<file path="config.mk">
export PLATFORM = sky130hd
export DESIGN_NAME = nerv_axi_rd_arbiter_flat
export DESIGN_NICKNAME = d
export VERILOG_FILES = /design/src/rtl/nerv_axi_rd_arbiter_if.sv /design/src/rtl/nerv_axi_rd_arbiter.sv /design/src/flat_wrapper.sv
export SDC_FILE = /design/constraint.sdc
export NUM_CORES = 1
export LEC_CHECK = 0
export CORE_ASPECT_RATIO = 0.5
export CORE_MARGIN = 2
export CORE_UTILIZATION = 21
export DETAILED_ROUTE_END_ITERATION = 8
export PLACE_DENSITY_LB_ADDON = 0.05
export SETUP_SLACK_MARGIN = 0.5
export SLEW_MARGIN = 20
export SYNTH_ARGS = -nofsm -noshare
export SYNTH_HDL_FRONTEND = slang
export SYNTH_SLANG_ARGS = --single-unit
</file>
<file path="constraint.sdc">
create_clock -name clock -period 1.5 [get_ports clock]
set_clock_uncertainty 0.05 [all_clocks]
set_input_delay 0.45 -clock clock [delete_from_list [all_inputs] [get_ports clock]]
set_output_delay 0.45 -clock clock [all_outputs]
set_load 0.005 [all_outputs]
</file>
<file path="src/rtl/nerv_axi_rd_arbiter_if.sv">
// Bundle of the per-requester AR/R lanes and the single shared AXI4 read master port.
// The arbiter connects through modport master; the requesters and memory connect through modport slave.
interface nerv_axi_rd_arbiter_if #(
  parameter int NREQ   = 2,
  parameter int ADDR_W = 32,
  parameter int DATA_W = 32,
  parameter int ID_W   = 2
);
  logic [NREQ-1:0]        s_arvalid;
  logic [NREQ-1:0]        s_arready;
  logic [NREQ*ADDR_W-1:0] s_araddr;
  logic [NREQ*8-1:0]      s_arlen;
  logic [NREQ-1:0]        s_rvalid;
  logic [NREQ-1:0]        s_rready;
  logic [DATA_W-1:0]      s_rdata;
  logic [1:0]             s_rresp;
  logic                   s_rlast;

  logic                   m_arvalid;
  logic                   m_arready;
  logic [ADDR_W-1:0]      m_araddr;
  logic [7:0]             m_arlen;
  logic [ID_W-1:0]        m_arid;
  logic [2:0]             m_arsize;
  logic [1:0]             m_arburst;
  logic [3:0]             m_arcache;
  logic [2:0]             m_arprot;
  logic                   m_arlock;
  logic [3:0]             m_arqos;
  logic                   m_rvalid;
  logic                   m_rready;
  logic [DATA_W-1:0]      m_rdata;
  logic [1:0]             m_rresp;
  logic                   m_rlast;
  logic [ID_W-1:0]        m_rid;

  modport master (
    input  s_arvalid, s_araddr, s_arlen, s_rready,
           m_arready, m_rvalid, m_rdata, m_rresp, m_rlast, m_rid,
    output s_arready, s_rvalid, s_rdata, s_rresp, s_rlast,
           m_arvalid, m_araddr, m_arlen, m_arid, m_arsize, m_arburst,
           m_arcache, m_arprot, m_arlock, m_arqos, m_rready
  );

  modport slave (
    output s_arvalid, s_araddr, s_arlen, s_rready,
           m_arready, m_rvalid, m_rdata, m_rresp, m_rlast, m_rid,
    input  s_arready, s_rvalid, s_rdata, s_rresp, s_rlast,
           m_arvalid, m_araddr, m_arlen, m_arid, m_arsize, m_arburst,
           m_arcache, m_arprot, m_arlock, m_arqos, m_rready
  );
endinterface

</file>
<file path="src/rtl/nerv_axi_rd_arbiter.sv">
// N-to-1 AXI4 read arbiter: one burst at a time (AR, then R beats up to RLAST), round-robin grant.
// Define NERV_AXI_ARB_FIXED_PRIO_EN to select fixed priority (lowest index wins) instead.
module nerv_axi_rd_arbiter #(
  parameter int NREQ   = 2,
  parameter int ADDR_W = 32,
  parameter int DATA_W = 32,
  parameter int ID_W   = 2
) (
  input  logic                  clock,
  input  logic                  resetn,
  nerv_axi_rd_arbiter_if.master bus
);
  localparam int              GW       = (NREQ > 1) ? $clog2(NREQ) : 1;
  localparam logic [GW-1:0]   LAST_IDX = GW'(NREQ - 1);
  localparam logic [2:0]      ARSIZE   = 3'($clog2(DATA_W / 8));

  typedef enum logic [1:0] {S_IDLE, S_ADDR, S_DATA} state_t;

  state_t            r_state;
  state_t            w_state_next;
  logic [GW-1:0]     r_grant;
  logic [GW-1:0]     r_last_grant;
  logic [GW-1:0]     w_pick;
  logic [GW-1:0]     w_idx;
  logic              w_any_req;
  logic              w_rready;
  logic              w_r_done;
  logic [NREQ-1:0]   w_sel;
  logic [ADDR_W-1:0] w_araddr [NREQ];
  logic [7:0]        w_arlen  [NREQ];
  logic              w_unused_sink;

  for (genvar gi = 0; gi < NREQ; gi++) begin : g_lane
    assign w_araddr[gi] = bus.s_araddr[gi*ADDR_W +: ADDR_W];
    assign w_arlen[gi]  = bus.s_arlen[gi*8 +: 8];
    assign w_sel[gi]    = (r_grant == GW'(gi));
  end

  assign w_any_req = |bus.s_arvalid;
  assign w_rready  = (r_state == S_DATA) && bus.s_rready[r_grant];
  assign w_r_done  = w_rready && bus.m_rvalid && bus.m_rlast;

  // Scan descending and overwrite, so the nearest candidate in priority order wins.
  always_comb begin
    w_pick = '0;
    w_idx  = '0;
`ifdef NERV_AXI_ARB_FIXED_PRIO_EN
    for (int k = NREQ - 1; k >= 0; k--) begin
      w_idx = GW'(k);
      if (bus.s_arvalid[w_idx]) w_pick = w_idx;
    end
`else
    for (int k = NREQ; k >= 1; k--) begin
      w_idx = GW'((int'(r_last_grant) + k) % NREQ);
      if (bus.s_arvalid[w_idx]) w_pick = w_idx;
    end
`endif
  end

`ifdef NERV_AXI_ARB_FIXED_PRIO_EN
  assign w_unused_sink = ^{bus.m_rid, r_last_grant};
`else
  assign w_unused_sink = ^bus.m_rid;
`endif

  always_ff @(posedge clock or negedge resetn) begin
    if (!resetn) begin
      r_state      <= S_IDLE;
      r_grant      <= '0;
      r_last_grant <= LAST_IDX;
    end else begin
      r_state <= w_state_next;
      if (r_state == S_IDLE && w_any_req) r_grant <= w_pick;
      if (w_r_done) r_last_grant <= r_grant;
    end
  end

  always_comb begin
    w_state_next = r_state;
    case (r_state)
      S_IDLE:  if (w_any_req)      w_state_next = S_ADDR;
      S_ADDR:  if (bus.m_arready)  w_state_next = S_DATA;
      S_DATA:  if (w_r_done)       w_state_next = S_IDLE;
      default:                     w_state_next = S_IDLE;
    endcase
  end

  // Address fields are zeroed outside ADDR so nothing leaks onto the master port while idle.
  always_comb begin
    bus.m_arvalid = 1'b0;
    bus.m_araddr  = '0;
    bus.m_arlen   = '0;
    bus.m_arid    = '0;
    bus.s_arready = '0;
    bus.s_rvalid  = '0;
    bus.m_rready  = w_rready;
    bus.s_rdata   = bus.m_rdata;
    bus.s_rresp   = bus.m_rresp;
    bus.s_rlast   = bus.m_rlast;
    if (r_state == S_ADDR) begin
      bus.m_arvalid = 1'b1;
      bus.m_araddr  = w_araddr[r_grant];
      bus.m_arlen   = w_arlen[r_grant];
      bus.m_arid    = ID_W'(r_grant);
      bus.s_arready = bus.m_arready ? w_sel : '0;
    end
    if (r_state == S_DATA) begin
      bus.s_rvalid = bus.m_rvalid ? w_sel : '0;
    end
  end

  assign bus.m_arsize  = ARSIZE;
  assign bus.m_arburst = 2'b01;
  assign bus.m_arcache = 4'd0;
  assign bus.m_arprot  = 3'd0;
  assign bus.m_arlock  = 1'b0;
  assign bus.m_arqos   = 4'd0;

endmodule

</file>
<file path="src/flat_wrapper.sv">
// flat-port wrapper written by rule: the top's interface ports become plain ports
module nerv_axi_rd_arbiter_flat 
#(
  parameter int NREQ   = 2,
  parameter int ADDR_W = 32,
  parameter int DATA_W = 32,
  parameter int ID_W   = 2
)
  (clock, resetn, bus_s_arvalid, bus_s_araddr, bus_s_arlen, bus_s_rready, bus_m_arready, bus_m_rvalid, bus_m_rdata, bus_m_rresp, bus_m_rlast, bus_m_rid, bus_s_arready, bus_s_rvalid, bus_s_rdata, bus_s_rresp, bus_s_rlast, bus_m_arvalid, bus_m_araddr, bus_m_arlen, bus_m_arid, bus_m_arsize, bus_m_arburst, bus_m_arcache, bus_m_arprot, bus_m_arlock, bus_m_arqos, bus_m_rready);
  nerv_axi_rd_arbiter_if #(.NREQ(NREQ), .ADDR_W(ADDR_W), .DATA_W(DATA_W), .ID_W(ID_W)) bus_i ();
  input  logic clock;
  input  logic resetn;
  input wire logic [$bits(bus_i.s_arvalid)-1:0] bus_s_arvalid;
  input wire logic [$bits(bus_i.s_araddr)-1:0] bus_s_araddr;
  input wire logic [$bits(bus_i.s_arlen)-1:0] bus_s_arlen;
  input wire logic [$bits(bus_i.s_rready)-1:0] bus_s_rready;
  input wire logic [$bits(bus_i.m_arready)-1:0] bus_m_arready;
  input wire logic [$bits(bus_i.m_rvalid)-1:0] bus_m_rvalid;
  input wire logic [$bits(bus_i.m_rdata)-1:0] bus_m_rdata;
  input wire logic [$bits(bus_i.m_rresp)-1:0] bus_m_rresp;
  input wire logic [$bits(bus_i.m_rlast)-1:0] bus_m_rlast;
  input wire logic [$bits(bus_i.m_rid)-1:0] bus_m_rid;
  output wire logic [$bits(bus_i.s_arready)-1:0] bus_s_arready;
  output wire logic [$bits(bus_i.s_rvalid)-1:0] bus_s_rvalid;
  output wire logic [$bits(bus_i.s_rdata)-1:0] bus_s_rdata;
  output wire logic [$bits(bus_i.s_rresp)-1:0] bus_s_rresp;
  output wire logic [$bits(bus_i.s_rlast)-1:0] bus_s_rlast;
  output wire logic [$bits(bus_i.m_arvalid)-1:0] bus_m_arvalid;
  output wire logic [$bits(bus_i.m_araddr)-1:0] bus_m_araddr;
  output wire logic [$bits(bus_i.m_arlen)-1:0] bus_m_arlen;
  output wire logic [$bits(bus_i.m_arid)-1:0] bus_m_arid;
  output wire logic [$bits(bus_i.m_arsize)-1:0] bus_m_arsize;
  output wire logic [$bits(bus_i.m_arburst)-1:0] bus_m_arburst;
  output wire logic [$bits(bus_i.m_arcache)-1:0] bus_m_arcache;
  output wire logic [$bits(bus_i.m_arprot)-1:0] bus_m_arprot;
  output wire logic [$bits(bus_i.m_arlock)-1:0] bus_m_arlock;
  output wire logic [$bits(bus_i.m_arqos)-1:0] bus_m_arqos;
  output wire logic [$bits(bus_i.m_rready)-1:0] bus_m_rready;
  assign bus_i.s_arvalid = bus_s_arvalid;
  assign bus_i.s_araddr = bus_s_araddr;
  assign bus_i.s_arlen = bus_s_arlen;
  assign bus_i.s_rready = bus_s_rready;
  assign bus_i.m_arready = bus_m_arready;
  assign bus_i.m_rvalid = bus_m_rvalid;
  assign bus_i.m_rdata = bus_m_rdata;
  assign bus_i.m_rresp = bus_m_rresp;
  assign bus_i.m_rlast = bus_m_rlast;
  assign bus_i.m_rid = bus_m_rid;
  assign bus_s_arready = bus_i.s_arready;
  assign bus_s_rvalid = bus_i.s_rvalid;
  assign bus_s_rdata = bus_i.s_rdata;
  assign bus_s_rresp = bus_i.s_rresp;
  assign bus_s_rlast = bus_i.s_rlast;
  assign bus_m_arvalid = bus_i.m_arvalid;
  assign bus_m_araddr = bus_i.m_araddr;
  assign bus_m_arlen = bus_i.m_arlen;
  assign bus_m_arid = bus_i.m_arid;
  assign bus_m_arsize = bus_i.m_arsize;
  assign bus_m_arburst = bus_i.m_arburst;
  assign bus_m_arcache = bus_i.m_arcache;
  assign bus_m_arprot = bus_i.m_arprot;
  assign bus_m_arlock = bus_i.m_arlock;
  assign bus_m_arqos = bus_i.m_arqos;
  assign bus_m_rready = bus_i.m_rready;
  nerv_axi_rd_arbiter #(.NREQ(NREQ), .ADDR_W(ADDR_W), .DATA_W(DATA_W), .ID_W(ID_W)) u_core (.clock(clock), .resetn(resetn), .bus(bus_i));
endmodule
</file>
Word-level counts from Yosys, hierarchy flattened
Cells that the tools add are included.

Flip-flop bits (word level): 4. Output and inout bits: 100. Logic and storage cells: 49.

Add/subtract/negate cells: 2. Magnitude comparators: 4. Equality and inequality tests: 5. Multiplexer cells: 26. Bitwise gates (word level): 2. Reductions and logical operators: 7.

Operators with widths (number): $mux W32 (4); $mux W8 (4); $mux W2 (7); $mux W1 (10); $lt A1 B2 Y1 const B (3); $pmux W2 S3 (1); $logic_and A1 B1 Y1 (4); $ne A2 B1 Y1 const B (2); $reduce_and A3 Y1 (1); $add A1 B1 Y1 const B (2); $eq A2 B1 Y1 const B (1); $eq A2 B2 Y1 const B (1); $ge A2 B2 Y1 const B (1); $logic_not A2 Y1 (1); $ne A2 B2 Y1 const B (1); $not A1 Y2 (1); $reduce_or A2 Y1 (1); $not A1 Y1 (1).

Logic depth before layout (Yosys ltp)
Gate-level depths: netlist of the first run.

Depth after elaboration: 7. Mapped depth: 5. Mapped depth without buffers: 4.

Least setup slack after synthesis of the first run
No wires, ideal clock.

Path type: register to output. From: register u_core.r_grant. To: output port bus_m_araddr[13]. Arrival time: 0.980 ns. Required time: 1.000 ns. Setup slack: 0.020 ns. Stages on the path, launching flop included: 5. Cell sequence: dfrtp_1 buf_6 buf_2 mux2i_1 nor2_1.

Longest elaborated chain between the ends: 5.

Ends and longest elaborated chain: start: declaration (line nerv_axi_rd_arbiter.sv:21) `logic [GW-1:0] r_grant;`; start signal: assignment (line nerv_axi_rd_arbiter.sv:73) `if (r_state == S_IDLE && w_any_req) r_grant <= w_pick;`; $not A1 Y2 (implied by the code) (line nerv_axi_rd_arbiter.sv:102) `bus.m_araddr = w_araddr[r_grant];`; $mux W32 (implied by the code) (3 in series) (line nerv_axi_rd_arbiter.sv:102); $mux W32 (line nerv_axi_rd_arbiter.sv:100) `if (r_state == S_ADDR) begin`; end: declaration (line flat_wrapper.sv:29) `output wire logic [$bits(bus_i.m_araddr)-1:0] bus_m_araddr;`.

No other way between the ends. The select of a mux whose other input is x is not followed.

Final worst setup path of the first run
From: register u_core.r_grant. To: output port bus_m_araddr[26].

Same word-level chain as after synthesis.

==> results of run 1 <==
placed cells by master, fill, tap and decap left out, drive strengths merged:
master	instances
mux2i	41
dlygate4sd2	4
nand2	4
clkdlybuf4s15	3
clkbuf	28
a32o	1
buf	74
inv	3
nor2	46
dlymetal6s2s	1
conb	18
a211oi	1
mux2	1
o21ai	1
dfrtp	3
nand2b	2
clkdlybuf4s50	83
nor3	4
dfstp	1
report_power, final:
part | leakage, nW | switching (W) | internal [W] | total [W]
Combinational | 1.38 | 0.00183 | 0.00291 | 0.00475
Sequential | 0.0455 | 0.0000940 | 0.000173 | 0.000267
Clock | 0.0382 | 0.0000757 | 0.000351 | 0.000427
Total | 1.47 | 0.00200 | 0.00344 | 0.00544
registers in the layout, indices dropped and copies added, names as in the netlist:
name,flops
u_core.r_grant,1
u_core.r_last_grant,1
u_core.r_state,2
metal layers:
metal  vias to the layer above  track usage, %  routed length (µm)
met2                        88            32.8                3490
met3                         4            4.53                 580
met5                         -               0                   0
met1                       709            15.7                2110
li1                        781               -                   -
met4                         0            2.09                  50
kinds of logic after synthesis:
kind of cell,share of synthesized area [%]
AO/OA/AOI/OAI,1.80
multiplexers,34.0
flip-flops,8.11
buffers and inverters,37.4
other,0.601
AND/OR/NAND/NOR,18.0
worst paths after layout:
kind / to / slack (ps)
max: bus_m_araddr[26] / -510
max in group asynchronous: u_core.r_last_grant / 770
max reg2reg: u_core.r_last_grant / -310
min: u_core.r_state[1] / 380
min reg2reg: u_core.r_grant / 550
min in group clock: u_core.r_grant / 550
through the flow:
stage,util [%],cell area [µm²],worst slack [ps]
after global routing,57.0,3200,-562
final,57.0,3200,-510
after global placement,46.0,2580,-719
after floorplan,-,1670,86.4
after CTS,47.7,2680,-636
after detailed placement,46.0,2580,-716
area by class of cell:
type                    instances  area (µm²)  share of cell area (%)
flip-flops and latches          4         103                    3.21
well taps                      73        91.3                    2.86
multi-input cells             119        1080                    33.7
inverters                       3        18.8                   0.587
repair buffers                189        1830                    57.2
clock buffers                   4        78.8                    2.46
what timing repair did:
| action | 4_1_cts | 5_1_grt |
|---|---|---|
| resized for setup | 123 | 124 |
| buffers inserted | 2 | 36 |
| pin swaps | 6 | 10 |
| endpoints found under the setup margin | 52 | 52 |
| gates cloned | 0 | 3 |
worst max-delay path, delay by kind of cell, from the launching register on:
family,cells,cell delay (ps)
buffers and inverters,4,490
DFF,1,520
muxes,1,220
and+or+nand+nor,1,60
==> results.md, run 1 <==
* Failing checks: design-rule violations, negative setup slack
* Number of enable flip-flop cells after synthesis at 0
* GRT Total Usage at approximately 16%
* CP startpoint: u_core.r_grant
* Post-CTS Hold Buffers at 0
* Post-route antenna net violation count at 0
* Tot Pwr at between 0.005 and 0.006 W
* P&R area growth vs syn at 156%
* Final period util at 134%
* DR WL/cell at about 16 µm
* Fin cells at 392
* # setup viols final at 49
* Chip height at roughly 59 µm
* Number of global-route vias before repair at approximately 1500
* Ant diodes at 0
* Share of layout cells above drive strength 1 at between 50 and 60%
* Area leader, netlist: buf_4
* Area of the core at roughly 5600 µm²
* Routed WL at 6240 µm
* Reg2reg path depth at 7
* Final Hold Fails at 0
* Setup CP Type: flop to primary output
* Critical Path RT at 1000 ps
* CTS tree: done
* Ys flop type: dfrtp_1
* Global-route wire length before repair at a little over 8000 µm
* Crit-path max cell delay at around 520 ps
* Clock Latency Late Sink at ~220 ps
* Crit. End Element: primary output
* CP Launch Type: flop
* Initial DRC Count at 31
* Worst setup margin at -510 ps
* Top cells by count, synth: buf_4, nor2_1, mux2i_1
* Worst-path clk slew at around 30 ps
* Most used cell, CP: buf_6
* Critical-path cell list: buf_12 > buf_6 > buf_6 > mux2i_2 > nor2_2 > buf_2
* H-Tree Level Count at 1
* DR vias at around 1600
* Filler cells at roughly 540
* Post-synthesis async set-or-reset flop share at between 90% and 100%
* Leak at 1.47 nW
* RD Place Congestion at between 0.7 and 0.8
* Top post-synthesis cells by area: buf_4, mux2i_1, nor2_1
* Tmin final at 2010 ps
* Synthesized area at ~1200 µm²
* Cell count after synthesis at ~170
* Worst hold slack at roughly 380 ps
* CTS root buf: clkbuf_16
* Outcome: complete, but fails checks
* Starting Density at ~22%
* Worst r2r src: u_core.r_grant
* Crit Path Max Fanout at 7
* # IOs at approximately 230
* First-pass DRT Iterations at 6
* Worst Path Arrival at 1510 ps
* Total negative slack at -19820 ps
* Slowest CP cell: dfrtp_2
* CTS Buffer Depth at 2
* Die width at ~110 µm
* Pwr per Cell Area at about 1700 nW/µm²
* Total CTS buffers at 3
* # port buffers at about 140
* F_max at around 0.5 GHz
* Seq cells post-synth at 4
* Worst min path class: input port to async pin
* Post-DP HPWL at between 4000 and 5000 µm
* Largest net degree at the start of global routing at 22
* RSZ-0062 raised after global routing: yes
* Placed cells at approximately 350
* Final count of pins violating max slew at 0
* Yosys cell types at 20
* Rows at 19
* Initial antenna violation count at 0
* Post-synthesis sequential area ratio at 8.11%
* CTS sink cnt at 4
* Avg Cell Area, Syn at approximately 7.2 µm²
* # DRC at 10
* Vias per cell at approximately 4
* Ys Warns at 0
* Nets@finish at 445
* Synth top area share at around a third
* Top-count cell post-synth: buf_4
* Max-cap violations at 0
* Global route total overflow at 0
* Die footprint at roughly 6600 µm²
* Worst vdd ir at ~0.86 mV
(Power assumes the default switching activity.)
==> run 2: changes to the inputs <==
==> constraint.sdc (replaced) <==
create_clock -name clock -period 2.1 [get_ports clock]
set_clock_uncertainty 0.05 [all_clocks]
set_input_delay 0.63 -clock clock [delete_from_list [all_inputs] [get_ports clock]]
set_output_delay 0.63 -clock clock [all_outputs]
set_load 0.005 [all_outputs]
==> run 2 against run 1 <==
The run ends with design-rule violations left. Clock-buffer cell count is the same. Combinational power fell by 50%. First-iteration DRC count up 16%. Sequential power decreased by 42%. Largest cell class unchanged. Highest routed layer unchanged. Hold slack improved by 180 ps. Core utilization down 12 points. Global-route usage decreased by 0.99 points. Critical path type unchanged.
==> results.md, run 2 (synthesis gave the netlist of run 1 again) <==
* Most frequent cells in the layout: dlygate4sd2_1, buf_2, nor2_1
* Vias per cell at 4.04 (+0.20%)
* CTS tree: done
* Largest net degree at the start of global routing at 24 (+9.1%)
* Total CTS buffers at 3 (unchanged)
* Critical hold path startpoint: u_core.r_last_grant
* # port buffers at 136 (unchanged)
* RD Place Congestion at 0.703 (-4.4%)
* Biggest regs: u_core.r_state: 2 flops, u_core.r_grant: 1 flops, u_core.r_last_grant: 1 flops
* Most common cell after layout, fill and taps aside: dlygate4sd2_1
* RSZ-0062 raised after global routing: yes
* Critical Path RT at 1420 ps (+420 ps)
* Failing checks: design-rule violations
* Hold path cells at 2
* Routed WL at 5700 µm (-8.6%)
* # setup viols final at 0 (-100%)
* CP Launch Type: flop
* Worst r2r src: u_core.r_grant
* Chip height at 58.6 µm (unchanged)
* RR Endpoint: u_core.r_last_grant
* First-pass DRT Iterations at 6 (unchanged)
* Design area at 2520 µm² (-21%)
* Largest Register: u_core.r_state
* Largest register FFs at 2 (unchanged)
* Worst min path class: flop to flop
* Global-route wire length before repair at 7540 µm (-8.3%)
* H-Tree Level Count at 1 (unchanged)
* Rows at 19 (unchanged)
* Final count of pins violating max slew at 0 (unchanged)
* Starting Density at 22.3% (unchanged)
* # DRC at 10 (unchanged)
* CTS sink cnt at 4 (unchanged)
* F_max at between 0.5 and 0.6 GHz
* Post-CTS Hold Buffers at 0 (unchanged)
* Crit. End Element: primary output
* Reg2reg setup slack at 510 ps (+820 ps)
* Die width at 113 µm (unchanged)
* Ant diodes at 0 (unchanged)
* Leak at 1.45 nW (-1.0%)
* Placed cell area at 2420 µm² (-6.2%)
* Reg2reg path depth at 6 (-1)
* Hold path endpoint: u_core.r_grant
* P&R area growth vs syn at 101%
* Area of the core at 5610 µm² (unchanged)
* Crit Path Max Fanout at 6 (-1)
* DR vias at 1480 (-6.4%)
* Post-DP HPWL at 4460 µm (-5.7%)
* Initial antenna violation count at 0 (unchanged)
* Max-cap violations at 0 (unchanged)
* Setup CP Type: flop to primary output
* Outcome: complete, but fails checks
* Share of layout cells above drive strength 1 at 35.8% (-22 points)
* Tmin final at 1970 ps
* Global route total overflow at 0 (unchanged)
* Final Hold Fails at 0 (unchanged)
* GRT Total Usage at 14.5% (-0.99 points)
* DR WL/cell at 15.6 µm (-2.2%)
* CTS Buffer Depth at 2 (unchanged)
* Worst Path Arrival at 1290 ps (-220 ps)
* Worst-path clk slew at 30 ps (about the same)
* Filler cells at 604 (+13%)
* # IOs at 225 (unchanged)
* Clock Latency Late Sink at 220 ps (about the same)
* Pwr per Cell Area at 1120 nW/µm² (-34%)
* Post-route antenna net violation count at 0 (unchanged)
* CTS root buf: clkbuf_16
* Die footprint at 6620 µm² (unchanged)
* Final period util at a little over nine tenths
* Initial DRC Count at 36 (+16%)
* Nets@finish at 419 (-5.8%)
* Number of global-route vias before repair at 1317 (-12%)
* Worst vdd ir at 0.469 mV (-46%)
* Tot Pwr at 0.00282 W (-48%)
run 2: power breakdown:
| group | internal [W] | switching, W |
|---|---|---|
| sequential | 0.000124 | 0.0000315 |
| clock | 0.000250 | 0.0000506 |
| combinational | 0.00139 | 0.000979 |
run 2: metal layers:
metal | vias up | wire, µm | part of all wire (%) | track usage [%]
met1 | 659 | 1890 | 33 | 15.8
met5 | - | 0 | 0 | 0
li1 | 729 | - | - | -
met4 | 0 | 89 | 1.6 | 4.18
met2 | 82 | 3090 | 54 | 27.4
met3 | 10 | 632 | 11 | 5.15
run 2: critical path: stages, from the launching register on:
cell	delay, ps
dfrtp_2	410
buf_6	140
buf_12	140
mux2i_4	180
nor2_2	90
buf_2	110
run 2: how the worst max path moves through the flow:
stage,start,endpoint,slack (ps),cells past startpoint
after floorplan,u_core.r_state[1],bus_m_araddr[10],480,4
after global placement,bus_m_rvalid,bus_s_rvalid[1],-430,4
after detailed placement,bus_m_rvalid,bus_s_rvalid[1],-440,4
after CTS,u_core.r_grant,bus_m_rready,130,4
after global routing,u_core.r_grant,bus_m_araddr[4],70,5
final,u_core.r_grant,bus_m_arlen[6],130,5
run 2: stage by stage:
stage | setup TNS, ps | instances | setup slack [ps] | utilization [%] | hold WS (ps)
after floorplan | 0 | 189 | 480 | - | 284
after detailed placement | -15510 | 348 | -441 | 43.2 | 463
after global routing | 0 | 366 | 67.8 | 44.9 | 576
final | 0 | 366 | 126 | 44.9 | 564
after global placement | -15080 | 348 | -429 | 43.2 | 458
after CTS | 0 | 354 | 129 | 40.5 | 500
run 2: layout make-up:
type | count | area (µm²) | share of cell area [%]
well taps | 73 | 91.3 | 3.63
inverters | 3 | 16.3 | 0.646
repair buffers | 163 | 1400 | 55.7
flip-flops and latches | 4 | 103 | 4.08
clock buffers | 4 | 78.8 | 3.13
multi-input cells | 119 | 827 | 32.9
run 2: timing repair:
| action | in CTS | in global routing |
|---|---|---|
| setup buffers | 0 | 8 |
| pin swaps | 42 | 16 |
| gates cloned | 2 | 4 |
| endpoints found under the setup margin | 49 | 48 |
| resized for setup | 295 | 29 |
